## config.mk

```make
export PLATFORM = sky130hd
export DESIGN_NAME = pipelined_cla_addsub
export DESIGN_NICKNAME = d
export VERILOG_FILES = /design/src/rtl/pipelined_cla_addsub.sv
export SDC_FILE = /design/constraint.sdc
export NUM_CORES = 1
export LEC_CHECK = 0
export CORE_ASPECT_RATIO = 0.5
export CORE_MARGIN = 3
export CORE_UTILIZATION = 29
export DETAILED_ROUTE_END_ITERATION = 8
export PLACE_DENSITY_LB_ADDON = 0.08
export SETUP_SLACK_MARGIN = 0.3
export SKIP_LAST_GASP = 1
export SLEW_MARGIN = 20
export SYNTH_ARGS = -nofsm -noshare
export SYNTH_HDL_FRONTEND = slang
export SYNTH_SLANG_ARGS = --single-unit
```

## constraint.sdc

```tcl
create_clock -name clk -period 2.6 [get_ports clk]
set_clock_uncertainty 0.2 [all_clocks]
set_input_delay 0.52 -clock clk [delete_from_list [all_inputs] [get_ports clk]]
set_output_delay 0.52 -clock clk [all_outputs]
set_load 0.02 [all_outputs]
```

## src/rtl/pipelined_cla_addsub.sv

```systemverilog
// Two-stage pipelined carry-lookahead adder/subtractor with valid/ready flow control.
// Stage 1 forms per-bit generate/propagate and 4-bit group lookahead terms;
// stage 2 resolves group carries as flat sum-of-products, expands them into
// bit carries and registers the result with its flags.
module pipelined_cla_addsub #(
  parameter int WIDTH = 16
) (
  input  logic             clk,
  input  logic             rst_n,
  input  logic [WIDTH-1:0] A,
  input  logic [WIDTH-1:0] B,
  input  logic             C_in,
  input  logic             Sub,
  input  logic             in_valid,
  output logic             in_ready,
  output logic [WIDTH-1:0] Sum,
  output logic             C_out,
  output logic             Ovf,
  output logic             Zero,
  output logic             out_valid,
  input  logic             out_ready
);

  localparam int NG = WIDTH / 4;

  // ---------------------------------------------------------------------------
  // Stage 1 combinational: operand conditioning and group lookahead terms
  // ---------------------------------------------------------------------------
  logic [WIDTH-1:0] b_eff;
  logic [WIDTH-1:0] p_in;
  logic [WIDTH-1:0] g_in;
  logic             c0_in;
  logic [NG-1:0]    pg_in;
  logic [NG-1:0]    gg_in;

  // Subtraction is A + ~B + 1, so C_in is overridden by the forced carry.
  always_comb begin
    b_eff = Sub ? ~B : B;
    c0_in = Sub | C_in;
    p_in  = A ^ b_eff;
    g_in  = A & b_eff;
  end

  for (genvar gi = 0; gi < NG; gi++) begin : gen_grp_pg
    assign pg_in[gi] = &p_in[4*gi +: 4];
    assign gg_in[gi] = g_in[4*gi+3]
                     | (p_in[4*gi+3] & g_in[4*gi+2])
                     | (p_in[4*gi+3] & p_in[4*gi+2] & g_in[4*gi+1])
                     | (p_in[4*gi+3] & p_in[4*gi+2] & p_in[4*gi+1] & g_in[4*gi]);
  end

  // ---------------------------------------------------------------------------
  // Handshake: each stage advances when empty or when the stage after it drains
  // ---------------------------------------------------------------------------
  logic v1_q, v1_d;
  logic v2_q, v2_d;
  logic adv1, adv2;
  logic load1, load2;

  // Ready depends only on pipeline state and out_ready, never on in_valid.
  always_comb begin
    adv2     = ~v2_q | out_ready;
    adv1     = ~v1_q | adv2;
    in_ready = rst_n & adv1;
    load1    = in_valid & in_ready;
    load2    = adv2 & v1_q;
    v1_d     = adv1 ? in_valid : v1_q;
    v2_d     = adv2 ? v1_q : v2_q;
  end

  // ---------------------------------------------------------------------------
  // Stage 1 registers
  // ---------------------------------------------------------------------------
  logic [WIDTH-1:0] p1_q;
  logic [WIDTH-1:0] g1_q;
  logic [NG-1:0]    pg1_q;
  logic [NG-1:0]    gg1_q;
  logic             c01_q;
  logic             sub1_q;

  // Valid bits track occupancy; cleared asynchronously so nothing in flight survives reset.
  always_ff @(posedge clk or negedge rst_n) begin
    if (!rst_n) begin
      v1_q <= 1'b0;
      v2_q <= 1'b0;
    end else begin
      v1_q <= v1_d;
      v2_q <= v2_d;
    end
  end

  // Operand terms captured only on an actual transfer, otherwise held for a stall.
  always_ff @(posedge clk or negedge rst_n) begin
    if (!rst_n) begin
      p1_q   <= '0;
      g1_q   <= '0;
      pg1_q  <= '0;
      gg1_q  <= '0;
      c01_q  <= 1'b0;
      sub1_q <= 1'b0;
    end else if (load1) begin
      p1_q   <= p_in;
      g1_q   <= g_in;
      pg1_q  <= pg_in;
      gg1_q  <= gg_in;
      c01_q  <= c0_in;
      sub1_q <= Sub;
    end
  end

  // The mode bit travels with its operands for observability; the result is
  // already fully determined by P, G and c0.
  logic sub_unused;
  assign sub_unused = sub1_q;

  // ---------------------------------------------------------------------------
  // Stage 2 combinational: group carries, bit carries, sum and flags
  // ---------------------------------------------------------------------------
  logic [NG:0]    grp_c;
  logic [WIDTH:0] bit_c;
  logic [WIDTH-1:0] sum_d;
  logic           cout_d;
  logic           ovf_d;
  logic           zero_d;

  // Each group carry is a flat OR of product terms (GG[k] & PG[k+1..g], plus
  // c0 & PG[0..g]) so no group carry waits on the previous one.
  always_comb begin
    logic acc;
    logic term;
    grp_c    = '0;
    acc      = 1'b0;
    term     = 1'b0;
    grp_c[0] = c01_q;
    for (int g = 0; g < NG; g++) begin
      acc = c01_q;
      for (int k = 0; k <= g; k++) begin
        acc = acc & pg1_q[k];
      end
      for (int k = 0; k <= g; k++) begin
        term = gg1_q[k];
        for (int j = k + 1; j <= g; j++) begin
          term = term & pg1_q[j];
        end
        acc = acc | term;
      end
      grp_c[g+1] = acc;
    end
  end

  for (genvar gi = 0; gi < NG; gi++) begin : gen_bit_carry
    assign bit_c[4*gi]   = grp_c[gi];
    assign bit_c[4*gi+1] = g1_q[4*gi]
                         | (p1_q[4*gi] & grp_c[gi]);
    assign bit_c[4*gi+2] = g1_q[4*gi+1]
                         | (p1_q[4*gi+1] & g1_q[4*gi])
                         | (p1_q[4*gi+1] & p1_q[4*gi] & grp_c[gi]);
    assign bit_c[4*gi+3] = g1_q[4*gi+2]
                         | (p1_q[4*gi+2] & g1_q[4*gi+1])
                         | (p1_q[4*gi+2] & p1_q[4*gi+1] & g1_q[4*gi])
                         | (p1_q[4*gi+2] & p1_q[4*gi+1] & p1_q[4*gi] & grp_c[gi]);
  end
  assign bit_c[WIDTH] = grp_c[NG];

  // Result and flags derived from the resolved carry chain.
  always_comb begin
    sum_d  = p1_q ^ bit_c[WIDTH-1:0];
    cout_d = bit_c[WIDTH];
    ovf_d  = bit_c[WIDTH-1] ^ bit_c[WIDTH];
    zero_d = (sum_d == '0);
  end

  // ---------------------------------------------------------------------------
  // Stage 2 registers (module outputs)
  // ---------------------------------------------------------------------------
  logic [WIDTH-1:0] sum_q;
  logic             cout_q;
  logic             ovf_q;
  logic             zero_q;

  // Output register loads only when a valid stage-1 entry moves forward; held during stall.
  always_ff @(posedge clk or negedge rst_n) begin
    if (!rst_n) begin
      sum_q  <= '0;
      cout_q <= 1'b0;
      ovf_q  <= 1'b0;
      zero_q <= 1'b0;
    end else if (load2) begin
      sum_q  <= sum_d;
      cout_q <= cout_d;
      ovf_q  <= ovf_d;
      zero_q <= zero_d;
    end
  end

  assign Sum       = sum_q;
  assign C_out     = cout_q;
  assign Ovf       = ovf_q;
  assign Zero      = zero_q;
  assign out_valid = v2_q;

endmodule
```

## Word-level counts from Yosys, hierarchy flattened

Cells that the tools add are included.

- Bits in registers: 61
- Output and inout bits: 21
- Logic and storage cells: 142

- Muxes and demuxes: 1
- Bitwise operators: 125
- Reductions and logical operators: 5

Operator list:

| operator | number |
|---|---|
| $and 1x1->1 | 69 |
| $or 1x1->1 | 49 |
| $xor 16x16->16 | 2 |
| $and 16x16->16 | 1 |
| $logic_not 16->1 | 1 |
| $mux 16 | 1 |
| $not 16->16 | 1 |
| $reduce_and 4->1 | 4 |
| $not 1->1 | 2 |
| $xor 1x1->1 | 1 |

## Logic depth before layout (Yosys ltp)

Gate-level depths: netlist (run 1).

- Depth in word-level cells: 10
- Depth in mapped cells: 9
- Depth with buffers taken out: 9

## Worst setup path after synthesis (run 1)

No wires, ideal clock.

- Path type: flip-flop to flip-flop
- Start: register c01_q
- End: register zero_q, in the netlist Zero
- Arrival: 2237 ps
- Required time: 2308 ps
- Setup slack: 71 ps
- Cell stages (with the launch flop): 10
- Period minus slack after synthesis: 2529 ps
- Cell sequence: dfrtp_1 > a211oi_1 > o21ba_2 > inv_1 > ha_1 > or4_1 > nor3b_1 > o2111a_1 > o2111ai_1 > o31ai_2

RTL lines:

| what | line | source |
|---|---|---|
| start: declaration | 78 | `logic c01_q;` |
| start signal: assignment | 106 | `c01_q <= c0_in;` |
| $and 1x1->1 (3 in series) | 138 | `acc = acc & pg1_q[k];` |
| $or 1x1->1 (3 in series) | 145 | `acc = acc \| term;` |
| $xor 16x16->16 | 167 | `sum_d = p1_q ^ bit_c[WIDTH-1:0];` |
| net sum_d[12] | 121 | `logic [WIDTH-1:0] sum_d;` |
| $logic_not 16->1 | 170 | `zero_d = (sum_d == '0);` |
| end signal: assignment | 192 | `zero_q <= zero_d;` |
| end: declaration | 179 | `logic zero_q;` |

The timed path passes the listed nets, and every way through them passes these cells.
A chain may end at the register's enable or synchronous reset.

## Worst setup path in the final report (run 1)

- Start: register pg1_q[0]
- End: register zero_q, in the netlist Zero

RTL lines:

| what | line | source |
|---|---|---|
| start: declaration | 76 | `logic [NG-1:0] pg1_q;` |
| start signal: assignment | 104 | `pg1_q <= pg_in;` |
| $and 1x1->1 (3 in series) | 138 |  |
| $or 1x1->1 (3 in series) | 145 |  |
| $xor 16x16->16 | 167 |  |
| net sum_d[12] | 121 |  |
| $logic_not 16->1 | 170 |  |

The timed path passes the listed nets, and every way through them passes these cells.

==> results of run 1 <==
-- per-layer routing --
metal / part of all wire, % / wire (um) / GRT usage, %
met5: 0 / 0 / 0
met4: 1.1 / 89 / 4.069
met3: 4.3 / 334 / 5.416
met2: 41 / 3149 / 18.28
met1: 54 / 4193 / 19.22
-- layout make-up --
type	count	area, um2	share of cell area (%)
inverters	3	13.76	0.3143
flip-flops and latches	58	1451	33.14
well taps	135	168.9	3.857
clock inverters	2	35.03	0.8000
multi-input cells	204	1617	36.91
clock buffers	14	264.0	6.029
repair buffers	86	829.5	18.94
-- through the flow --
stage | power [mW] | hold WS (ns) | setup TNS (ns) | area (um2)
5_1_grt | 4.182 | 0.3003 | -0.1590 | 4379
4_1_cts | 3.995 | 0.2661 | -0.02645 | 4310
3_3_place_gp | 2.710 | 0.2640 | 0 | 3939
6_report | 3.952 | 0.2082 | -0.02702 | 4379
2_1_floorplan | 2.098 | 0.02441 | 0 | 3102
3_5_place_dp | 2.729 | 0.2724 | -0.02537 | 3939
-- worst max path at each step --
stage                                       to  depth (start not counted)
final                         Zero$_DFFE_PN0P_                         10
after global placement    gg1_q[0]$_DFFE_PN0P_                          8
after floorplan               Zero$_DFFE_PN0P_                          9
after detailed placement      Zero$_DFFE_PN0P_                          9
after CTS                     Zero$_DFFE_PN0P_                         10
after global routing          Zero$_DFFE_PN0P_                         10
-- power by group through the flow --
stage	Combinational (mW)	Sequential, mW	Clock, mW
after CTS	1.38	1.39	1.22
after global placement	1.32	1.39	0
after floorplan	0.591	1.51	0
final	1.37	1.39	1.19
after global routing	1.50	1.43	1.26
after detailed placement	1.33	1.40	0
-- flip-flops by register name (all words and copies together), names as in the netlist --
signal	flops
Sum	16
p1_q	16
g1_q	12
gg1_q	4
pg1_q	4
C_out	1
Ovf	1
Zero	1
c01_q	1
out_valid	1
v1_q	1
-- cell usage in the layout (no fill, tap or decap), types with 5 or more instances in the layout --
master                            instances
sky130_fd_sc_hd__clkbuf_16               10
sky130_fd_sc_hd__a21oi_1                 11
sky130_fd_sc_hd__clkdlybuf4s50_1         55
sky130_fd_sc_hd__mux2_1                  17
sky130_fd_sc_hd__nor2_1                   5
sky130_fd_sc_hd__mux2_2                  16
sky130_fd_sc_hd__o21ai_0                 20
sky130_fd_sc_hd__xor2_1                  22
sky130_fd_sc_hd__buf_4                   24
sky130_fd_sc_hd__o21ai_1                  6
sky130_fd_sc_hd__ha_1                    18
sky130_fd_sc_hd__nand2_1                 31
sky130_fd_sc_hd__dfrtp_1                 58
sky130_fd_sc_hd__a21o_1                  12
-- cells by family (layout without fill, tap and decap cells) --
logic type / count (synthesis) / in the layout / synth area share [%]
fa+ha+maj: 20 / 20 / 8.163
mux: 33 / 33 / 12.12
xor+xnor: 26 / 26 / 7.428
simple gates: 59 / 59 / 9.307
flops: 58 / 58 / 47.35
compound gates: 66 / 66 / 13.67
buf+inv: 13 / 105 / 1.959
-- what timing repair did --
action	CTS	global route
pin swaps	10	5
gates cloned	0	1
buffers inserted	5	6
resized for setup	8	3
setup endpoints to repair	2	6
==> parameters.txt, run 1 <==
Parameter                              Value

Status
  Status ... complete, but fails checks
  Violated checks ... setup timing

Global route
  Via count of the first global-routing pass ... 2286
  Overflow left after global routing ... 0
  Largest net degree at the start of global routing ... 59
  First-pass GRT wire length ... 12.08 mm
  Number of antenna violations at the first check in global routing ... 0
  GRT Total Usage ... 13.41%

Power
  Clk network pwr share ... 30.1%
  Static Leakage ... 1.992 nW
  Internal Pwr Total ... 2.669 mW
  Areal power density over the cells ... 902.4 nW/um2
  Net load switching power ... 1.283 mW
  Worst IR Drop VDD ... 0.3042 mV
  Share of total power in combinational logic ... 34.7%
  Switching share of power ... 32.47%
  Share of total power in sequential cells ... 35.2%

Worst setup path
  R2R Path End ... Zero$_DFFE_PN0P_
  Buffers and inverters on the worst path ... 2
  Crit. Startpoint ... pg1_q[0]$_DFFE_PN0P_
  Worst reg2reg path startpoint ... pg1_q[0]$_DFFE_PN0P_
  Maximum fanout along the worst path ... 2
  Reg2Reg Setup Slack ... -0.03 ns
  Peak per-stage delay on the critical path ... 0.41 ns
  Critical path launch point type ... flip-flop
  Highest-delay cell along the critical path ... sky130_fd_sc_hd__or4_4
  Top cell family by delay on the critical path ... compound AO/OA/AOI/OAI gates
  Type of destination of the critical path ... flip-flop
  Worst path cell trace ... buf_6, a211oi_4, o21ba_4, inv_4, ha_4, or4_4, nor3b_2, o2111a_1, o2111ai_2, o31ai_2
  Count of cells along the worst register-to-register path ... 10
  Required @ worst endpoint ... 2.64 ns
  Worst EP arrival ... 2.67 ns
  Crit path kind ... reg -> reg

Yosys
  Net count after synthesis ... 333
  Number of instances in the synthesized netlist ... 275
  Ys Warns ... 0
  Area contributors post-synth ... sky130_fd_sc_hd__dfrtp_1, sky130_fd_sc_hd__ha_1, sky130_fd_sc_hd__xor2_1
  Synth area leader ... sky130_fd_sc_hd__dfrtp_1
  Most frequent cells after synthesis ... sky130_fd_sc_hd__dfrtp_1, sky130_fd_sc_hd__nand2_1, sky130_fd_sc_hd__xor2_1
  Post-synth cell types ... 42
  Share of synthesized flip-flops with an asynchronous set or reset ... 100.0%
  Leading register cell type out of synthesis ... sky130_fd_sc_hd__dfrtp_1
  Seq/Total Area, Yosys ... 47.35%
  Synthesized area ... 3065 um2
  FF+latch count, synth ... 58
  Area share of the largest cell type after synthesis ... 47.35%
  Number of flops mapped to enable cells by yosys ... 0
  Mean Syn Cell Area ... 11.15 um2
  Count leader, synth ... sky130_fd_sc_hd__dfrtp_1

Placement
  Placed Cells incl. Taps ... 474
  Post-detail-place hpwl ... 5.738 mm
  RD Place Congestion ... 0.7654
  Post-Place Worst Slack ... -0.02537 ns
  Number of buffer cells added on primary ports ... 58

Clock network
  TritonCTS Buffers ... 9
  Deepest level of the CTS H-tree ... 3
  CTS Sinks ... 58
  Clock tree buffer depth ... 2
  Number of buffers added to fix hold violations after cts ... 0
  TritonCTS clock tree ... built
  Clock Root Buffer ... sky130_fd_sc_hd__clkbuf_16
  Source-to-sink clock delay at the later pin of the worst-skew pair ... 0.33 ns
  Clock transition at the registers of the reported paths ... 0.05 ns

Detailed routing
  Final routed wire length divided by cell count ... 15.47 um
  Via count of the routed design ... 2293
  Drc violations ... 0
  Drt pass-1 iters ... 4
  Number of vias per cell after detailed routing ... 4.568
  Number of DRC markers in iteration 0 ... 86
  Total wire length ... 7.767 mm
  Antenna-violating nets left ... 0

Cells and area
  Final cell utilization of the core ... 44.44%
  Final cell count without fillers ... 502
  Antenna diode instance count ... 0
  Area growth from synthesis to final layout ... 42.86%
  Number of inserted filler cells in the final layout ... 969
  Ratio of cells with drive above 1 in the final layout ... 19.89%
  Number of nets in the layout ... 420

STA
  Final worst setup slack ... -0.02702 ns
  Final worst-path cycle share ... 101.0%
  Slew margin rel. ... 49.29%
  Pins over their slew limit ... 0
  RSZ-0062 raised after global routing ... yes
  Final setup violating endpoints ... 1
  Actual transition at the worst max-transition pin ... 0.7607 ns
  Final Critical Period ... 2.627 ns
  Highest attainable clock frequency ... 380.7 MHz
  Final hold violations ... 0

Floorplan
  Vert. Die Dim ... 78.70 um
  DIE AREA ... 11920 um2
  Area of the core ... 9853 um2
  Starting Density ... 31.11%
  Die extent in x ... 151.4 um
  FP Rows ... 25
  IO Pins ... 59

Job
  Max cap viols ... 0

Worst hold path
  Worst hold path class ... in -> async
(Power assumes the default switching activity.)
==> run 2, diff against run 1 <==
Settings changed: HOLD_SLACK_MARGIN set to 0.05.
==> results of run 2 <==
No change in the layout: final DEF, timing and power equal those of run 1.
==> run 3, diff against run 2 <==
Settings changed: CORE_UTILIZATION 29 to 38, MAX_ROUTING_LAYER set to met4.
Clock period 2.6 ns to 3.3 ns, I/O delays scaled along.
==> run 3 against run 2 <==
- the run now ends clean
- clock power down 21%
- non-clock buffer count down 23
- global-route usage up 3.0 points
- critical path depth shrank 6
- final cell count fell by 10%
- clock-buffer cell count down 1
- flip-flop and latch count unchanged
- worst hold slack gained 0.074 ns
- combinational power fell by 29%
- critical endpoint is now in_ready
- largest power group unchanged
- highest routed layer unchanged
==> parameters.txt, run 3 (synthesis gave the netlist of run 1 again) <==
Parameter                              Value

Placement
  Post-Place Worst Slack ... 0.4210 ns
  Number of buffer cells added on primary ports ... 58
  Post-detail-place hpwl ... 5.235 mm
  Placed Cells incl. Taps ... 436
  RD Place Congestion ... 0.7909

Clock network
  CTS Sinks ... 58
  Deepest level of the CTS H-tree ... 3
  Source-to-sink clock delay at the later pin of the worst-skew pair ... 0.33 ns
  Clock Root Buffer ... sky130_fd_sc_hd__clkbuf_16
  Number of buffers added to fix hold violations after cts ... 0
  TritonCTS Buffers ... 9
  TritonCTS clock tree ... built
  Clock transition at the registers of the reported paths ... 0.05 ns
  Clock tree buffer depth ... 2

Detailed routing
  Number of vias per cell after detailed routing ... 4.916
  Via count of the routed design ... 2217
  Drt pass-1 iters ... 4
  Total wire length ... 6.871 mm
  Final routed wire length divided by cell count ... 15.24 um
  Drc violations ... 0
  Number of DRC markers in iteration 0 ... 130
  Antenna-violating nets left ... 0

STA
  Final worst setup slack ... 0.4340 ns
  RSZ-0062 raised after global routing ... no
  Slew margin rel. ... 51.23%
  Actual transition at the worst max-transition pin ... 0.7316 ns
  Final Critical Period ... 2.866 ns
  Final hold violations ... 0
  Highest attainable clock frequency ... 348.9 MHz
  Final TNS setup ... 0 ns
  Final-layout worst hold slack ... 0.2818 ns
  Final setup violating endpoints ... 0
  Pins over their slew limit ... 0
  Final worst-path cycle share ... 86.85%

Global route
  M3 GR Usage ... 5.870%
  Fraction of met2 tracks used by global routing ... 22.98%
  Number of antenna violations at the first check in global routing ... 0
  Largest net degree at the start of global routing ... 59
  First-pass GRT wire length ... 11.51 mm
  Overflow left after global routing ... 0
  Layer carrying the most global-route usage ... met2
  GRT Total Usage ... 16.41%
  Via count of the first global-routing pass ... 2304
  Met1 GRT Util ... 21.89%

Cells and area
  Final cell utilization of the core ... 54.07%
  Number of inserted filler cells in the final layout ... 683
  Antenna diode instance count ... 0
  Commonest cells after routing, fill and taps aside ... sky130_fd_sc_hd__dfrtp_1, sky130_fd_sc_hd__clkdlybuf4s50_1, sky130_fd_sc_hd__nand2_1
  Ratio of cells with drive above 1 in the final layout ... 12.83%
  Number of nets in the layout ... 397
  Final cell count without fillers ... 451
  Area growth from synthesis to final layout ... 33.51%

Worst setup path
  Worst path cell trace ... clkdlybuf4s50_1, nor2b_2, a21boi_1, clkdlybuf4s50_1
  Crit. Startpoint ... out_ready
  Top cell by count, worst path ... sky130_fd_sc_hd__clkdlybuf4s50_1
  Maximum fanout along the worst path ... 5
  Crit path kind ... in -> out
  Peak per-stage delay on the critical path ... 0.63 ns
  Worst reg2reg path startpoint ... c01_q$_DFFE_PN0P_
  Required @ worst endpoint ... 2.44 ns
  Type of destination of the critical path ... output pin
  Highest-delay cell along the critical path ... sky130_fd_sc_hd__clkdlybuf4s50_1
  Worst EP arrival ... 2.01 ns
  Critical path launch point type ... primary input

Status
  Status ... finished, final reports clean

Power
  Worst IR Drop VDD ... 0.2882 mV
  Switching share of power ... 31.98%
  Static Leakage ... 1.857 nW
  Clk network pwr share ... 31.2%
  Net load switching power ... 963.0 uW
  Share of total power in sequential cells ... 36.4%
  Areal power density over the cells ... 735.9 nW/um2
  Internal Pwr Total ... 2.049 mW
  Share of total power in combinational logic ... 32.4%

Worst hold path
  Worst hold path class ... reg -> reg
  Source of the worst hold timing path ... Sum[14]$_DFFE_PN0P_

Floorplan
  IO Pins ... 59
  DIE AREA ... 9246 um2
  FP Rows ... 22
  Starting Density ... 40.50%
  Vert. Die Dim ... 69.51 um
  Area of the core ... 7570 um2
  Die extent in x ... 133.0 um

Job
  Max cap viols ... 0
[run 3: changes by cell type in the layout (fill, tap and decap cells not counted), sizes merged]
cell	previous run	this run
clkdlybuf4s50	55	57
buf	28	6
clkbuf	16	13
dlymetal6s2s	1	0
[run 3: what timing repair did]
action,CTS,global route
buffers inserted,0,0
setup endpoints to repair,0,1
hold endpoints to repair,0,0
resized for setup,0,3
[run 3: metal layers]
layer	vias up	wire [um]	part of all wire (%)
met5	-	0	0
met4	0	75	1.1
met3	10	367	5.3
met2	47	2997	44
met1	1032	3431	50
li1	1128	-	-
[run 3: per-stage QoR]
| stage | instance area, um2 | total power [mW] |
|---|---|---|
| final | 4093 | 3.012 |
| after global routing | 4093 | 3.206 |
| after CTS | 4083 | 3.052 |
| after detailed placement | 3777 | 2.089 |
| after global placement | 3777 | 2.066 |
| after floorplan | 3065 | 1.637 |
[run 3: power groups by stage]
stage | clock network (mW) | logic (mW) | registers, mW
after floorplan | 0 | 0.453 | 1.18
after global placement | 0 | 0.974 | 1.09
after detailed placement | 0 | 0.983 | 1.11
after CTS | 0.968 | 0.988 | 1.10
after global routing | 0.997 | 1.08 | 1.13
final | 0.940 | 0.975 | 1.10
[run 3: critical path, delay by kind of cell]
family	cells	cell delay (ns)
buffers and inverters	2	1.10
AO/OA/AOI/OAI	1	0.18
AND/OR/NAND/NOR	1	0.07
[run 3: final timing paths]
check	end	cells after the start	slack (ns)
max	in_ready	4	0.43
min	Sum[14]$_DFFE_PN0P_	2	0.28
max reg2reg	Zero$_DFFE_PN0P_	9	0.55
min reg2reg	Sum[14]$_DFFE_PN0P_	2	0.28
max in group asynchronous	c01_q$_DFFE_PN0P_	2	2.07
min in group asynchronous	g1_q[2]$_DFFE_PN0P_	2	0.30
[run 3: cell type report]
class,count,area (um2),share of cell area [%]
repair buffers,63,625.6,15.29
inverters,3,11.26,0.2751
flip-flops and latches,58,1453,35.49
clock buffers,13,270.3,6.603
clock inverters,2,35.03,0.8560
well taps,108,135.1,3.302
multi-input cells,204,1563,38.18
